==> src/rtl/y86_pkg.sv <==
// Shared Y86-64 encodings: instruction codes, special register indices and
// retirement status values.
package y86_pkg;

  localparam logic [3:0] I_HALT   = 4'h0;
  localparam logic [3:0] I_NOP    = 4'h1;
  localparam logic [3:0] I_RRMOVQ = 4'h2;  // also cmovxx
  localparam logic [3:0] I_IRMOVQ = 4'h3;
  localparam logic [3:0] I_RMMOVQ = 4'h4;
  localparam logic [3:0] I_MRMOVQ = 4'h5;
  localparam logic [3:0] I_OPQ    = 4'h6;
  localparam logic [3:0] I_JXX    = 4'h7;
  localparam logic [3:0] I_CALL   = 4'h8;
  localparam logic [3:0] I_RET    = 4'h9;
  localparam logic [3:0] I_PUSHQ  = 4'hA;
  localparam logic [3:0] I_POPQ   = 4'hB;

  localparam logic [3:0] RSP   = 4'h4;
  localparam logic [3:0] RNONE = 4'hF;

  typedef enum logic [1:0] {
    S_AOK = 2'd0,
    S_HLT = 2'd1,
    S_ADR = 2'd2,
    S_INS = 2'd3
  } stat_e;

endpackage

==> src/rtl/regfile_2w2r.sv <==
// Register-file storage: two write ports (M port wins on a shared index),
// two combinational read ports plus a combinational debug read port.
module regfile_2w2r
  import y86_pkg::*;
#(
  parameter int          NREGS   = 15,
  parameter logic [63:0] SP_INIT = 64'd32
) (
  input  logic        clk,
  input  logic        rst_n,
  input  logic        we_e,
  input  logic [3:0]  dst_e,
  input  logic [63:0] val_e,
  input  logic        we_m,
  input  logic [3:0]  dst_m,
  input  logic [63:0] val_m,
  input  logic [3:0]  src_a,
  input  logic [3:0]  src_b,
  input  logic [3:0]  src_c,
  output logic [63:0] rd_a,
  output logic [63:0] rd_b,
  output logic [63:0] rd_c
);

  logic [63:0] regs_q [NREGS];
  logic [63:0] regs_d [NREGS];

  function automatic logic idx_ok(input logic [3:0] idx);
    return (idx != RNONE) && (int'(idx) < NREGS);
  endfunction

  // Next array contents: E write first, then M write so M wins a shared index.
  always_comb begin
    // NOTE: the whole array is defaulted to its current value before the
    // conditional writes, so no path leaves an element unassigned (no latch).
    regs_d = regs_q;
    if (we_e && idx_ok(dst_e)) regs_d[dst_e] = val_e;
    if (we_m && idx_ok(dst_m)) regs_d[dst_m] = val_m;
  end

  // Array state register with architectural reset values.
  always_ff @(posedge clk) begin
    // NOTE: this array is architectural state that software reads right after
    // reset (%rsp must hold SP_INIT), so it is reset element by element rather
    // than left to power-up contents like a plain RAM.
    if (!rst_n) begin
      for (int i = 0; i < NREGS; i++) begin
        // NOTE: state is only ever updated with non-blocking assignments, so
        // every reader in the same edge sees the pre-edge value.
        regs_q[i] <= (i == int'(RSP)) ? SP_INIT : 64'd0;
      end
    end else begin
      regs_q <= regs_d;
    end
  end

  // Combinational reads; RNONE and out-of-range indices read as zero.
  always_comb begin
    rd_a = idx_ok(src_a) ? regs_q[src_a] : 64'd0;
    rd_b = idx_ok(src_b) ? regs_q[src_b] : 64'd0;
    rd_c = idx_ok(src_c) ? regs_q[src_c] : 64'd0;
  end

endmodule

==> src/rtl/wb_regfile.sv <==
// Y86-64 sequential write-back stage: destination decode, commit gating,
// sticky halt latch and committed-write counter around the register file.
module wb_regfile
  import y86_pkg::*;
#(
  parameter int          NREGS   = 15,
  parameter logic [63:0] SP_INIT = 64'd32,
  parameter int          CNT_W   = 32
) (
  input  logic             clk,
  input  logic             rst_n,
  input  logic             wb_valid,
  input  logic [3:0]       icode,
  input  logic [3:0]       rA,
  input  logic [3:0]       rB,
  input  logic             cnd,
  input  logic [63:0]      valE,
  input  logic [63:0]      valM,
  input  logic [1:0]       stat,
  input  logic [3:0]       srcA,
  input  logic [3:0]       srcB,
  output logic [63:0]      rdA,
  output logic [63:0]      rdB,
  input  logic [3:0]       dbg_sel,
  output logic [63:0]      dbg_val,
  output logic             halted,
  output logic [CNT_W-1:0] wr_count
);

  logic [3:0]       dst_e;
  logic [3:0]       dst_m;
  logic             commit;
  logic [1:0]       n_wr;
  logic             halted_q,   halted_d;
  logic [CNT_W-1:0] wr_count_q, wr_count_d;

  // Destination decode, commit gating and next halt/counter values.
  always_comb begin
    dst_e = RNONE;
    dst_m = RNONE;
    case (icode)
      I_RRMOVQ:                       dst_e = cnd ? rB : RNONE;
      I_IRMOVQ, I_OPQ:                dst_e = rB;
      I_CALL, I_RET, I_PUSHQ, I_POPQ: dst_e = RSP;
      default:                        dst_e = RNONE;
    endcase
    if (icode == I_MRMOVQ || icode == I_POPQ) dst_m = rA;

    commit = wb_valid && (stat == S_AOK) && !halted_q;

    // A shared destination is one write (valM), so count distinct registers.
    n_wr = 2'(dst_e != RNONE) + 2'(dst_m != RNONE)
         - 2'((dst_e == dst_m) && (dst_e != RNONE));

    halted_d   = halted_q | (wb_valid && (stat != S_AOK));
    wr_count_d = commit ? wr_count_q + CNT_W'(n_wr) : wr_count_q;
  end

  // Halt latch and write counter registers.
  always_ff @(posedge clk) begin
    if (!rst_n) begin
      halted_q   <= 1'b0;
      wr_count_q <= '0;
    end else begin
      halted_q   <= halted_d;
      wr_count_q <= wr_count_d;
    end
  end

  regfile_2w2r #(
    .NREGS   (NREGS),
    .SP_INIT (SP_INIT)
  ) u_rf (
    .clk   (clk),
    .rst_n (rst_n),
    .we_e  (commit),
    .dst_e (dst_e),
    .val_e (valE),
    .we_m  (commit),
    .dst_m (dst_m),
    .val_m (valM),
    .src_a (srcA),
    .src_b (srcB),
    .src_c (dbg_sel),
    .rd_a  (rdA),
    .rd_b  (rdB),
    .rd_c  (dbg_val)
  );

  assign halted   = halted_q;
  assign wr_count = wr_count_q;

endmodule

==> config.mk <==
export PLATFORM = sky130hd
export DESIGN_NAME = wb_regfile
export DESIGN_NICKNAME = d
export VERILOG_FILES = /design/src/rtl/y86_pkg.sv /design/src/rtl/regfile_2w2r.sv /design/src/rtl/wb_regfile.sv
export SDC_FILE = /design/constraint.sdc
export NUM_CORES = 2
export LEC_CHECK = 0
export CAP_MARGIN = 25
export CORE_UTILIZATION = 27
export CTS_CLUSTER_SIZE = 28
export DETAILED_ROUTE_END_ITERATION = 8
export DONT_BUFFER_PORTS = 1
export GPL_ROUTABILITY_DRIVEN = 1
export MAX_ROUTING_LAYER = met4
export PLACE_DENSITY_LB_ADDON = 0.1
export SLEW_MARGIN = 10
export SYNTH_ARGS = -nofsm -noshare
export SYNTH_HDL_FRONTEND = slang
export SYNTH_SLANG_ARGS = --single-unit
==> constraint.sdc <==
create_clock -name clk -period 5.45 [get_ports clk]
set_clock_uncertainty 0.2 [all_clocks]
set_input_delay 1.09 -clock clk [delete_from_list [all_inputs] [get_ports clk]]
set_output_delay 1.09 -clock clk [all_outputs]
set_load 0.02 [all_outputs]
Word level (Yosys, flattened, before mapping)
Cells that the tools add are included.

cells by class
  reductions and logical operators = 19
  muxes and demuxes = 23
  equality and inequality tests = 14
  bitwise logic cells = 6
  $add $sub $neg = 3
  order comparisons = 12

operators by type and width
  operator              number
  $bwmux W960           2
  $mux W960             2
  $bmux W64 S4          3
  $mux W64              11
  $demux W64 S4         2
  $add A32 B2 Y32       1
  $ge A5 B5 Y1 const B  5
  $not A4 Y5            5
  $lt A4 B4 Y1 const B  5
  $ne A4 B4 Y1 const B  5
  $eq A4 B4 Y1 const B  4
  $logic_and A1 B1 Y1   13
  $pmux W4 S3           1
  $lt A5 B1 Y1 const B  2
  $eq A4 B2 Y1 const B  2
  $eq A4 B3 Y1 const B  2
  $mux W4               2
  $eq A4 B4 Y1          1
  $reduce_or A4 Y1      1
  $add A1 B1 Y2         1
  $logic_not A2 Y1      1
  $reduce_bool A2 Y1    1
  $reduce_or A2 Y1      1
  $sub A2 B1 Y2         1
  3 further kinds       3

word-level totals
  input port bits = 158
  output and inout bits = 225
  bits in registers = 993
  word-level logic and storage cells = 94

Longest topological paths before layout
  depth after elaboration = 12
  mapped depth = 17
  depth with buffers taken out = 15

By module
A second synthesis with hierarchy kept.

second synthesis, totals
  cells, all modules = 8190
  area, all modules = 66707.7 µm²

by module, submodules not included
  module        cells an instance  sequential area each (µm²)  area each (µm²)  times used
  regfile_2w2r  7963               19218.4                     64866.0          1
  wb_regfile    227                660.6                       1841.8           1

Least setup slack after synthesis
OpenSTA, ideal clock, no wires.

  path type = input -> register
  start = input icode[3]
  end = register wr_count_q[30], in the netlist wr_count[30]
  buffers on the path = 2
  data required time = 5179 ps
  arrival time = 4509 ps
  setup slack = 670 ps
  library setup time = 71 ps
  stages = 17
  cells stage by stage = buf_2 -> or4_4 -> buf_6 -> o211ai_2 -> xnor2_1 -> a32oi_1 -> a211oi_1 -> ha_1 -> inv_1 -> ha_1 -> xor2_1 -> fa_1 -> inv_1 -> nor3_2 -> nand4_1 -> or3_1 -> a21oi_1

on the way
  word-level cells in the longest chain between the ends = 7
  elaborated cells between the ends (all ways) = 20
  those cells by class = 3 x add/sub; 11 x eq/ne; 2 x mux; 4 x reduce/logical

ends and longest elaborated chain
  what                                                         RTL line                            RTL
  start, declared                                              wb_regfile.sv:13                    input logic [3:0] icode,
  $eq A4 B4 Y1 (tied with other cells)                         wb_regfile.sv:41, wb_regfile.sv:47
  $reduce_or A4 Y1 (tied with other cells)                     wb_regfile.sv:41                    case (icode)
  $pmux W4 S3 / $mux W4 (equally long branches)                wb_regfile.sv:41, wb_regfile.sv:47
  $ne A4 B4 Y1 (tied with other cells)                         wb_regfile.sv:52, wb_regfile.sv:53
  $add A1 B1 Y2 / $logic_and A1 B1 Y1 (equally long branches)  wb_regfile.sv:52, wb_regfile.sv:53
  $sub A2 B1 Y2 *                                              wb_regfile.sv:53                    - 2'((dst_e == dst_m) && (dst_e != RNONE));
  $add A32 B2 Y32 *                                            wb_regfile.sv:56                    wr_count_d = commit ? wr_count_q + CNT_W'(n_wr) : wr_count_q;
  end signal, assigned                                         wb_regfile.sv:66                    wr_count_q <= wr_count_d;
  end, declared                                                wb_regfile.sv:35                    logic [CNT_W-1:0] wr_count_q, wr_count_d;

Mark *: on every way between the ends. The rest lies on a longest branch, timed or not.
A chain may end at the register's enable or synchronous reset.

Worst setup path after layout
  start = input srcB[0]
  end = output rdB[49]

on the way
  word-level cells in the longest chain between the ends = 5
  elaborated cells between the ends (all ways) = 8
  those cells by class = 1 x order compare; 1 x eq/ne; 4 x mux; 1 x bitwise; 1 x reduce/logical

ends and longest elaborated chain
  what                                         RTL line            RTL
  start, declared                              wb_regfile.sv:21    input logic [3:0] srcB,
  $not A4 Y5 (implied by the code)             regfile_2w2r.sv:60  rd_b = idx_ok(src_b) ? regs_q[src_b] : 64'd0;
  $bmux W64 S4                                 regfile_2w2r.sv:60
  $mux W64 (implied by the code) (2 in a row)  regfile_2w2r.sv:60
  $mux W64 *                                   regfile_2w2r.sv:60
  end, declared                                wb_regfile.sv:23    output logic [63:0] rdB,

Mark *: on every way between the ends. The rest lies on a longest branch, timed or not. The select of a mux whose other input is x is not followed.

==> impl_metrics.toml <==
[grt]
grt_pass1_wl_mm = 520
gr-total-overflow = 0
grt_pass1_vias = 61400
grt_max_degree = 960
antenna_found_initial = 9
grt_use_total_pct = 31.1

[critical_path]
path_buf_inv = 1
endpoint_kind = "output port"
max_stage_delay_ns = 0.79
cpMaxStageDelayCell = "o22ai_1"
cp.arrival_ns = 3.71
start_kind = "primary input"
path_class = "primary input to output port"
cp_max_fo = 258
required_ns = 4.16
path_cells = "nand3_1, nand2_4, buf_4, o22ai_1"
cpLargestDelayFamily = "simple AND/OR/NAND/NOR gates"

[timing]
slew_headroom_pct = 11.1
report.final.hold_viol_count = 0
worst_pin_slew_ns = 1.33
setup_violations = 0
period_share_pct = 91.8
rsz0062_at_grt = "no"
drv_slew = 0
fmax_mhz = 200
final.setup.tns_ns = 0
period_needed_ns = 5.00

[drt]
wl_met2_mm = 178
wl_met1_mm = 149
route.top_layer_used = "met4"
routedWlPerCell_um = 37.3
vias = 64100
drc_errors = 0
drt-total-wl_mm = 380
first_pass_iters = 6
detail_route.iter0.violations = 7206
viasPerCell = 6.28
met3RoutedLength_mm = 36.8
postRouteAntennaNets = 0

[synthesis]
syn_area_sq_um = 65200
synth-async-reset-ratio_pct = 0
synth_top_area_share_pct = 30.5
yosysMostFrequentCell = "nand2_1"
synth_area_leader_cell = "dfxtp_1"
yosys-top-cells-area = "dfxtp_1 (31%), mux4_2 (21%), nand2_1 (9.5%), mux2i_1 (8.7%), o21ai_0 (8.3%)"
synth_cell_types = 63
yosysSeqAreaShare_pct = 30.5
synth_commonest_cells = "nand2_1 (1649), o21ai_0 (1084), dfxtp_1 (993), clkbuf_1 (667), a31oi_1 (659)"
synth_edf_count = 0
synthCells = 7500
synth-seq-cells = 993
synth_flop_cell = "dfxtp_1"
synth_nets = 7663
avgSynthCellArea_sq_um = 8.69
yosysWarningCount = 0

[cts]
clkLatencyLatePin_ns = 0.81
cts_tree = "yes"
numCtsBuffers = 138
root_buffer = "clkbuf_16"
path_clk_slew_ns = 0.06
cts.sinks = 993
cts_max_level = 4
postCtsSetupBuffers = 0
postCtsHoldBufs = 0
cts_buffer_depth = 3
ctsResizeCount = 0

[die]
initial_core_util_pct = 27.3
die_area_sq_um = 243000
core_sq_um = 239000
io_pins = 383
die_h_um = 493
chipWidth_um = 493
core.rowCount = 179

[run_status]
outcome = "complete, no violations"

[hold_path]
min_path_type = "primary input to flip-flop"

[place]
finalWeightedCongestion = 0.833
numPortBuffers = 0
dpl.hpwl_mm = 187

[final_layout]
drive_above_1_share_pct = 16.2
final_util_pct = 30.4
nNetsFinal = 7101
area_growth_pct = 11.4

[power]
ir_worst_vdd_uv = 230
leakagePower_nw = 23.6
power_density_nw_per_um2 = 242

[flow_run]
maxCapViolCount = 0
path summary, 6_finish.rpt:
| path | from | to | slack (ns) | cells past startpoint |
|---|---|---|---|---|
| setup / recovery | srcB[0] | rdB[49] | 0.45 | 4 |
| hold reg to reg | u_rf.regs_q[822]$_SDFF_PN0_ | u_rf.regs_q[822]$_SDFF_PN0_ | 0.30 | 2 |
| setup reg to reg | halted$_SDFF_PN0_ | u_rf.regs_q[541]$_SDFF_PN0_ | 1.78 | 6 |
| hold / removal | valM[15] | u_rf.regs_q[719]$_SDFF_PN0_ | 0.17 | 2 |
registers in the layout, summed over array words and instances, names as in the netlist:
signal       count
wr_count        32
halted           1
u_rf.regs_q    960
cells in the final DEF, fill, tap and decap left out, types with 31 or more instances in the layout:
cell,netlist,layout
buf_4,0,129
o21ai_0,1084,1084
nor3_1,157,156
o211ai_1,60,60
clkbuf_16,0,146
nor2_1,137,137
a31oi_1,659,659
nand2_1,1649,1643
mux2i_1,568,568
nand3_1,224,210
dfxtp_1,993,993
buf_12,0,63
nand4_1,91,91
clkbuf_8,0,31
nor3_2,58,56
mux4_2,617,617
o22ai_1,151,151
cell families after synthesis:
group,count (synthesis),synth area share (%)
buf+inv,911,5.68
simple gates,2381,15.9
compound gates,1995,17.3
flops,993,30.5
xor+xnor,30,0.403
fa+ha+maj,5,0.108
mux,1185,30.0
power by group:
part	switching, mW	leakage, nW	internal, mW
Sequential	0.0276	8.00	7.29
Combinational	0.572	13.4	0.459
Clock	3.90	2.20	5.33
per-layer routing:
layer | vias up | global-route usage (%)
met3 | 794 | 8.18
met5 | - | -
met1 | 32900 | 37.1
li1 | 26800 | -
met2 | 3626 | 49.8
met4 | 0 | 12.3
layout make-up:
type	instances	area (sq um)
Fill cell	24600	166000
Multi-Input combinational cell	5596	41900
Sequential cell	993	19900
Clock buffer	202	4170
Tap cell	3167	3960
Timing Repair Buffer	202	2410
Clock inverter	32	248
Inverter	7	26.3
Antenna cell	7	17.5
stage by stage:
stage / instances / total power [mW] / setup slack (ns) / hold WS (ns) / cell area, sq um
after floorplan: 7500 / 8.58 / 0.670 / 0.256 / 65200
after global placement: 9952 / 8.34 / 0.302 / 0.279 / 68000
after detailed placement: 9960 / 8.36 / 0.354 / 0.289 / 68100
after CTS: 10200 / 17.6 / 0.784 / 0.131 / 72500
after global routing: 10200 / 18.0 / 0.652 / 0.157 / 72600
final: 10200 / 17.6 / 0.445 / 0.173 / 72600
Power figures use the tool's default switching activity.
